--- src/rtl/maverickOne_pkg.sv ---
// Core-wide architectural constants shared by the maverickOne pipeline blocks.
package maverickOne_pkg;

    // Architectural register count and machine word width.
    localparam int unsigned NUM_REGS = 32;
    localparam int unsigned XLEN     = 32;

endpackage : maverickOne_pkg

--- src/rtl/rr_arbiter.sv ---
// Combinational round-robin selector: first requester at or after the pointer
// (wrapping modulo N) wins. Reusable by any shared-port controller.
module rr_arbiter #(
    parameter  int unsigned N  = 4,
    localparam int unsigned IW = (N > 1) ? $clog2(N) : 1
) (
    input  logic [N-1:0]  i_req,
    input  logic [IW-1:0] i_ptr,
    output logic [N-1:0]  o_gnt,
    output logic [IW-1:0] o_idx,
    output logic          o_any
);

    int unsigned w_cand;
    logic        w_found;

    // Scan from the pointer position, wrapping once, and grant the first hit.
    always_comb begin
        o_gnt   = '0;
        o_idx   = '0;
        w_found = 1'b0;
        w_cand  = 0;
        for (int unsigned k = 0; k < N; k++) begin
            w_cand = 32'(i_ptr) + k;
            if (w_cand >= N) begin
                w_cand = w_cand - N;
            end
            if (!w_found && i_req[IW'(w_cand)]) begin
                o_gnt[IW'(w_cand)] = 1'b1;
                o_idx              = IW'(w_cand);
                w_found            = 1'b1;
            end
        end
        o_any = w_found;
    end

endmodule : rr_arbiter

--- src/rtl/wb_arbiter.sv ---
// Writeback arbiter: picks one of NUM_SRC writeback requesters per cycle in
// round-robin order and presents the accepted write to the register file
// through a single output register stage. Writes to register 0 are
// handshaken but never strobed; flush suppresses the current-cycle grant only.
module wb_arbiter
    import maverickOne_pkg::*;
#(
    parameter  int unsigned NUM_SRC = 4,
    parameter  int unsigned NR      = NUM_REGS,
    parameter  int unsigned DW      = XLEN,
    localparam int unsigned AW      = $clog2(NR),
    localparam int unsigned SW      = $clog2(NUM_SRC)
) (
    input  logic                             clk_i,
    input  logic                             arst_ni,
    input  logic                             flush_i,
    input  logic [NUM_SRC-1:0]               src_valid_i,
    input  logic [NUM_SRC-1:0][AW-1:0]       src_addr_i,
    input  logic [NUM_SRC-1:0][DW-1:0]       src_data_i,
    output logic [NUM_SRC-1:0]               src_ready_o,
    output logic                             wr_unlock_en_o,
    output logic [AW-1:0]                    wr_unlock_addr_o,
    output logic [DW-1:0]                    wr_unlock_data_o,
    output logic [SW-1:0]                    grant_idx_o
);

    logic [SW-1:0]      r_rr;
    logic [NUM_SRC-1:0] w_req;
    logic [NUM_SRC-1:0] w_gnt;
    logic [SW-1:0]      w_idx;
    logic               w_any;
    logic [SW-1:0]      w_rr_next;
    logic [AW-1:0]      w_sel_addr;
    logic [DW-1:0]      w_sel_data;

    // Requests are masked during flush and while reset is held so no grant leaks out.
    assign w_req = (arst_ni && !flush_i) ? src_valid_i : '0;

    // Round-robin selection starting at the stored pointer.
    rr_arbiter #(
        .N (NUM_SRC)
    ) u_rr_arbiter (
        .i_req (w_req),
        .i_ptr (r_rr),
        .o_gnt (w_gnt),
        .o_idx (w_idx),
        .o_any (w_any)
    );

    assign src_ready_o = w_gnt;
    assign grant_idx_o = w_idx;
    assign w_sel_addr  = src_addr_i[w_idx];
    assign w_sel_data  = src_data_i[w_idx];

    // Pointer moves just past the winner; explicit wrap keeps non-power-of-two counts correct.
    assign w_rr_next = (w_idx == SW'(NUM_SRC - 1)) ? '0 : w_idx + SW'(1);

    // Round-robin pointer: advances only on an accepted write.
    always_ff @(posedge clk_i or negedge arst_ni) begin
        if (!arst_ni) begin
            r_rr <= '0;
        end else if (w_any) begin
            r_rr <= w_rr_next;
        end
    end

    // Output stage: one-cycle strobe per accepted non-zero write; addr/data hold when idle.
    always_ff @(posedge clk_i or negedge arst_ni) begin
        if (!arst_ni) begin
            wr_unlock_en_o   <= 1'b0;
            wr_unlock_addr_o <= '0;
            wr_unlock_data_o <= '0;
        end else if (w_any) begin
            wr_unlock_en_o   <= (w_sel_addr != '0);
            wr_unlock_addr_o <= w_sel_addr;
            wr_unlock_data_o <= w_sel_data;
        end else begin
            wr_unlock_en_o   <= 1'b0;
        end
    end

endmodule : wb_arbiter

--- config.mk ---
export PLATFORM = sky130hd
export DESIGN_NAME = wb_arbiter
export DESIGN_NICKNAME = d
export VERILOG_FILES = /design/src/rtl/maverickOne_pkg.sv /design/src/rtl/rr_arbiter.sv /design/src/rtl/wb_arbiter.sv
export SDC_FILE = /design/constraint.sdc
export NUM_CORES = 1
export LEC_CHECK = 0
export CAP_MARGIN = 20
export CORE_ASPECT_RATIO = 2
export CORE_MARGIN = 1
export CORE_UTILIZATION = 34
export CTS_BUF_LIST = sky130_fd_sc_hd__clkbuf_4 sky130_fd_sc_hd__clkbuf_8
export CTS_CLUSTER_DIAMETER = 100
export DETAILED_ROUTE_END_ITERATION = 7
export GPL_ROUTABILITY_DRIVEN = 0
export PLACE_DENSITY = 0.79
export SLEW_MARGIN = 15
export SYNTH_ARGS = -nofsm -noshare
export SYNTH_HDL_FRONTEND = slang
export SYNTH_SLANG_ARGS = --single-unit
--- constraint.sdc ---
create_clock -name clk_i -period 2.85 [get_ports clk_i]
set_input_delay 0.57 -clock clk_i [delete_from_list [all_inputs] [get_ports clk_i]]
set_output_delay 0.57 -clock clk_i [all_outputs]
set_load 0.01 [all_outputs]
# Word level (Yosys, flattened, before mapping)
# Cells that the tools add are included.
# Widths: inputs -> output; s select.
[op_classes]
mux = 39
bitwise = 3
eq_ne = 1
reduce_logical = 13
n_lt_le_gt_ge = 13
add_sub_neg = 8
[op_table]
columns = ["operator", "count"]
rows = [
  ["$bmux 32 s2", 1],
  ["$mux 32", 1],
  ["$mux 4", 5],
  ["$mux 2", 9],
  ["$lt 2x3->1 const B", 5],
  ["$mux 1", 13],
  ["$or 4x4->4", 3],
  ["$bmux 5 s2", 1],
  ["$ge 3x3->1 const B", 3],
  ["$bmux 1 s2", 4],
  ["$demux 1 s2", 4],
  ["$ge 2x1->1 const B", 4],
  ["$logic_and 1x1->1", 8],
  ["$sub 2x1->2 const B", 4],
  ["$add 2x2->3 const B", 2],
  ["$mux 5", 1],
  ["$reduce_bool 5->1", 1],
  ["$logic_not 1->1", 4],
  ["$add 2x1->3 const B", 1],
  ["$ge 2x3->1 const B", 1],
  ["$add 2x1->2 const B", 1],
  ["$eq 2x2->1 const B", 1],
]
[word_totals]
in_bits = 155
regBits = 40
word_cells = 81

# Longest topological paths before layout
[depth]
depth_word = 19
mapped_depth = 11

# Modules after synthesis
# Synthesis repeated with hierarchy kept, for this count alone.
[unflattened]
cells_unflattened = 182
hier_area_um2 = 2817.7
[by_module_without_submodules]
columns = ["mod", "cells_each", "area_each_um2", "instances", "seq_area_each_um2"]
rows = [
  ["wb_arbiter", 137, 2396.0, 1, 1001.0],
  ["rr_arbiter", 45, 421.7, 1, 0.0],
]

# Worst setup path before layout
# OpenSTA, ideal clock, no wires.
[synth_path]
path_type = "register to output"
startpoint = "register r_rr[1]"
endpoint = "output grant_idx_o[0]"
required_time_ns = 2.280
t_arrival_ns = 2.362
slack_ns = -0.082
n_path_buf = 3
stages_incl_launch_ff = 10
path_cell_list = "dfrtp_1 -> clkbuf_1 -> inv_1 -> ha_1 -> or3b_4 -> o2bb2ai_4 -> o22ai_1 -> a221o_1 -> buf_6 -> buf_2"
[synth_between]
elab_chain_len = 14
word_cells_on_any_way = 36
classes_between = "7 x add/sub; 4 x order compare; 19 x mux; 6 x reduce/logical"
[synth_lines]
columns = ["element", "line", "text"]
rows = [
  ["start: declaration", "wb_arbiter.sv:27", "logic [SW-1:0] r_rr;"],
  ["start signal: assignment", "wb_arbiter.sv:63", "r_rr <= w_rr_next;"],
  ["parallel branches: the longest is 13 deep, another holds $add 2x1->3", "-", ""],
  ["$mux 2 *", "rr_arbiter.sv:28", "if (!w_found && i_req[IW'(w_cand)]) begin"],
  ["end: declaration", "wb_arbiter.sv:24", "output logic [SW-1:0] grant_idx_o"],
]
# Every way passes the cells marked *. The select of a mux whose other input is x is not followed.

# Worst setup path in the final report
[layout_path]
startpoint = "register r_rr[0]"
endpoint = "output src_ready_o[2]"
[layout_between]
elab_chain_len = 14
word_cells_on_any_way = 59
classes_between = "7 x add/sub; 12 x order compare; 27 x mux; 3 x bitwise; 10 x reduce/logical"
[layout_lines]
columns = ["element", "line", "text"]
rows = [
  ["parallel branches: the longest is 13 deep, another holds $add 2x1->3", "-", ""],
  ["$mux 4 *", "rr_arbiter.sv:28", ""],
  ["end: declaration", "wb_arbiter.sv:20", "output logic [NUM_SRC-1:0] src_ready_o,"],
]
# Marks and branches as above.

==> results.ini <==
[logic_synthesis]
ys_seq_elements=40
synth.net_count=491
synth_top_area_share_pct=31.9
yosys_warnings=0
synth-xor-area-share_pct=0.279
synth_mux_area_share_pct=13.9
syn_area_um2=3140
avgSynthCellArea_um2=9.46
synth-main-ff-cell=dfrtp_1
synthAdderAreaFrac_pct=1.59
synth_top_family_by_area=compound AO/OA/AOI/OAI gates
synth_top_area_cell=dfrtp_1
ys_seq_area_share_pct=31.9
synthTopCellsByArea=dfrtp_1, mux2i_1, a211oi_1
synthDistinctLibCells=41
synth_cells=332
synth_simple_gate_area_share_pct=17.8
async_flop_share_pct=100
synth_compound_area_share_pct=28.4
synth_edf_count=0

[route]
routed_wl_um=11700
drcViolationCount=0
vias=3608
vias_per_cell=5.59
dr.pass1.iters=4
drt-initial-drc-count=149
wl_per_cell_um=18.1
antenna_left=0

[floorplanning]
die_height_um=138
core-area_um2=8950
start_util_pct=35.1
io_pins=199
die_w_um=70.0
num_rows=49
die_area_um2=9650

[timing]
fmax_ghz=0.344
slew_viol_final=0
max_slew_margin_pct=45.0
period_minus_slack_ns=2.91
rsz0062_at_grt=true
skew_ns=0.00512
worst_slack_ns=-0.0595
worst_pin_slew_ns=0.825
whs_ns=0.279
timing.final.crit_share_pct=102
setup_viol=4
hold_viol_final=0

[global_route]
grt_util_all_layers_pct=23.1
grt_pass1_wl_um=17300
grt_overflow=0
grt_antenna_before_repair=0
grt_pass1_vias=3565
grt_max_degree=78

[worst_setup_path]
critPathTopFamily=buffers and inverters
cp_max_fo=7
crit_type=flip-flop to output port
r2r_start=r_rr[0]
crit_path_start_kind=flip-flop
critPathBufInv=5
max_stage_delay_ns=0.41
reg2reg_depth=11
cpMostUsedCell=buf_6
cp.arrival_ns=2.34
cp_slowest_cell=dfrtp_1
cp.required_ns=2.28
end_kind=output port
regToRegSetupSlack_ns=0.08
crit_chain=buf_6, buf_8, mux2_4, and2_4, mux2i_2, buf_4, buf_6, a21oi_2, a221o_1, buf_2
regToRegEndpoint=wr_unlock_data_o[27]

[outcome]
status=complete, but fails checks
violations=negative setup slack

[worst_hold_path]
hold_path.class=input port to asynchronous set/reset pin

[power]
p_leak_uw=0.00235
power_uw=4130
ir_drop_mv=0.417
powerDensity_nw_per_um2=744

[clocking]
cts_tree=done
clock_path_buffers=2
cts-root-buf=clkbuf_8
cts_sinks=40
clk_latency_ns=0.29
cts.clk_slew.worst_paths_ns=0.07
cts-htree-levels=2
cts_inserted_buffers=5
cts_hold_buf=0

[finish]
post-route-util_pct=62.0
n_antenna_cell=0
nNetsFinal=704
areaGrowthSynthToFinish_pct=76.7
n_fill_cell=764
drive_gt1_share_pct=15.8

[place]
io_buffers=198
dp_slack_ns=-0.531
dp_hpwl_um=8790

[flow_run]
drv_cap=0

[where the power goes]
part / leakage (µW) / total, µW / switching [µW] / internal (µW)
logic: 0.00184 / 2770 / 1280 / 1500
registers: 0.000471 / 1010 / 159 / 853
clock network: 0.0000359 / 343 / 186 / 158
total: 0.00235 / 4130 / 1620 / 2510
[placed cells by master, fill, tap and decap left out, drive strengths merged, types with 2 or more instances in the layout]
| cell | synthesis | final |
|---|---|---|
| a221o | 5 | 5 |
| a311o | 2 | 2 |
| dlygate4sd2 | 0 | 5 |
| clkbuf | 15 | 5 |
| a21oi | 6 | 6 |
| nor3 | 3 | 3 |
| nand2b | 2 | 2 |
| clkdlybuf4s50 | 0 | 186 |
| o211a | 2 | 2 |
| a211oi | 38 | 38 |
| nand3 | 3 | 3 |
| nand2 | 5 | 5 |
| inv | 4 | 4 |
| and2 | 40 | 40 |
| nor2 | 48 | 48 |
| dfrtp | 40 | 40 |
| buf | 16 | 45 |
| mux2 | 3 | 3 |
| o21ai | 2 | 2 |
| ha | 4 | 4 |
| mux2i | 40 | 40 |
| nor4 | 2 | 2 |
| a221oi | 37 | 37 |
| or4 | 2 | 2 |
| o22ai | 2 | 2 |
[stage by stage]
step | TNS, ns | cell area, µm² | instances
after floorplan | 0 | 3140 | 332
after global placement | -5.50 | 5310 | 629
after detailed placement | -8.68 | 5310 | 629
after CTS | -0.00631 | 5450 | 640
after global routing | -0.486 | 5550 | 645
final | -0.111 | 5550 | 645
[flip-flops by register name, indices dropped and copies added (netlist names)]
register	flops
wr_unlock_data_o	32
r_rr	2
wr_unlock_addr_o	5
wr_unlock_en_o	1
[synthesized netlist by cell type (4+ instances only)]
cell      instances
mux2i_1          40
a221oi_1         27
clkbuf_1         15
and2_1           40
ha_1              4
a221oi_2         10
dfrtp_1          40
buf_2             9
nor2_1           48
nand2_1           5
a21oi_1           6
a211oi_1         38
buf_6             6
a221o_1           5
[how the worst max path moves through the flow]
stage,start,end,cells after the start
after floorplan,r_rr[1],grant_idx_o[0],9
after global placement,src_valid_i[1],src_ready_o[0],7
after detailed placement,src_valid_i[1],src_ready_o[0],7
after CTS,r_rr[0],src_ready_o[1],9
after global routing,r_rr[0],src_ready_o[2],10
final,r_rr[0],src_ready_o[2],10
[cell families (layout without fill, tap and decap cells)]
group	after synthesis	after routing
flip-flops	40	40
XOR/XNOR	1	1
multiplexers	43	43
AND/OR/NAND/NOR	110	110
buffers and inverters	35	246
adder cells (fa/ha/maj)	4	4
AO/OA/AOI/OAI	99	99
[area by class of cell]
type                    instances  area, µm²  area share (%)
well taps                     102        128            2.30
multi-input cells             257       2040            36.8
clock buffers                   5       68.8            1.24
inverters                       4       15.0           0.271
repair buffers                237       2300            41.4
flip-flops and latches         40       1000            18.0
[layer usage]
| metal | wire length, µm | vias to the layer above | global-route usage [%] | share of wire [%] |
|---|---|---|---|---|
| met5 | 0 | - | 0 | 0 |
| met4 | 628 | 0 | 13.1 | 5.4 |
| met3 | 508 | 37 | 4.00 | 4.3 |
| met2 | 6730 | 136 | 46.5 | 58 |
| met1 | 3810 | 1739 | 21.0 | 33 |
| li1 | - | 1696 | - | - |
[repair_timing]
item / 4_1_cts / 5_1_grt
resized for setup: 41 / 13
endpoints found under the setup margin: 6 / 18
endpoints found under the hold margin: 0 / 0
pin swaps: 8 / 2
buffers inserted: 7 / 5
Power figures use the tool's default switching activity.
==> patch, RTL diff (same flow settings) <==
`NUM_SRC`: 4 -> 8.
--- a/src/rtl/wb_arbiter.sv
+++ b/src/rtl/wb_arbiter.sv
@@ -5,7 +5,7 @@
 module wb_arbiter
     import maverickOne_pkg::*;
 #(
-    parameter  int unsigned NUM_SRC = 4,
+    parameter  int unsigned NUM_SRC = 8,
     parameter  int unsigned NR      = NUM_REGS,
     parameter  int unsigned DW      = XLEN,
     localparam int unsigned AW      = $clog2(NR),
Interface: changed (5 resized); port bits go from 199 to 356. No check against the original RTL was run, so the function may have changed too.
==> patch against the original RTL <==
- the flow still finishes with violations (setup timing)
- power rose to 5.0 times the old value
- worst setup slack worse by 1.1 ns
- sequential power up 20%
- combinational power rose to 6.8 times the old value
- wire length up 140%
- sequential cell count up 1
- clock skew about the same
- area after synthesis up 80%
- final area up 110%
- critical path type unchanged
- largest cell class unchanged
==> patch: results (changes against the original RTL) <==
violations: "setup timing"  # unchanged
fin_ws_ns: -1.12  # was -0.0595 ns
met2_usage_pct: 59.6  # was 46.5%
met1_usage_pct: 28.7  # was 21.0%
cpPeakStageDelay_ns: 0.51  # was 0.41 ns
fin_setup_tns_ns: -51.60  # was -0.111 ns
routedWlPerCell_um: 21.7  # was 18.1 um
final-clk-cell-share_pct: 1.03  # was 1.24%
arrival_ns: 3.40  # was 2.34 ns
fillers: 1177  # was 764
setup_viol: 52  # was 4
p_switching_w: 0.00867  # was 0.00162 W
ctsResizeCount: 173  # was 41
grt_pass1_wl_um: 39100  # was 17300 um
wl_met2_um: 15600  # was 6730 um
dp_slack_ns: -1.40  # was -0.531 ns
vias: 6998  # was 3608
reg2reg_depth: 14  # was 11
biggestRegsByFlops: "wr_unlock_data_o x32, wr_unlock_addr_o x5, r_rr x3"  # was wr_unlock_data_o x32, wr_unlock_addr_o x5, r_rr x2
drtIter0Drc: 238  # was 149
nClkBuffers: 7  # was 5
route.met3.wl_um: 1870  # was 508 um
yosysSeqAreaShare_pct: 18.1  # was 31.9%
endpoint: "src_ready_o[0]"  # was src_ready_o[2]
buffer_area_share_pct: 45.7  # was 41.4%
outcome: "finished, violations left"  # unchanged
buffers: 519  # was 237
wl_met1_um: 8900  # was 3810 um
relSlewSlack_pct: 62.4  # was 45.0%
grt_pass1_vias: 7294  # was 3565
firstDrtPassIters: 7  # was 4
dp_hpwl_um: 20500  # was 8790 um
grt_usage_pct: 30.6  # was 23.1%
multiInputGateArea_um2: 4850  # was 2040 um2
synth_common_cells: "267 x mux2i_1, 59 x nand2_1, 41 x dfrtp_1"  # was 48 x nor2_1, 40 x and2_1, 40 x dfrtp_1, 40 x mux2i_1, 38 x a211oi_1
antenna_found_initial: 1  # was 0
finClkSkew_ns: 0.00556  # was 0.00512 ns
seq_area_um2: 1030  # was 1000 um2
vdd_drop_max_uv: 1210  # was 417 uV
port_buffers: 355  # was 198
patch: changes by cell type after synthesis, sizes merged, moves of 36 or more:
cell / unedited run / this run
mux2i: 40 / 267
nand2: 5 / 59
nor2: 48 / 11
a221oi: 37 / 1
o21ai: 2 / 44
a211oi: 38 / 2
patch: metrics by stage:
step	hold slack (ns)	util (%)	std cells	instance area (um2)	power, W
after floorplan	0.274	-	592	5920	0.0112
after global placement	0.468	62.6	1208	10200	0.0152
after detailed placement	0.474	62.6	1208	10200	0.0154
after CTS	0.491	69.9	1264	11400	0.0198
after global routing	0.517	71.4	1277	11600	0.0216
final	0.486	71.4	1277	11600	0.0205
patch: logic make-up (layout without fill, tap and decap cells):
family	Yosys count	in the layout	share of synthesized area, %
AO/OA/AOI/OAI	84	84	9.48
XOR/XNOR	4	4	0.751
adder cells (fa/ha/maj)	8	8	1.77
buffers and inverters	59	540	5.54
flip-flops	41	41	18.1
multiplexers	295	295	56.1
AND/OR/NAND/NOR	101	101	8.22
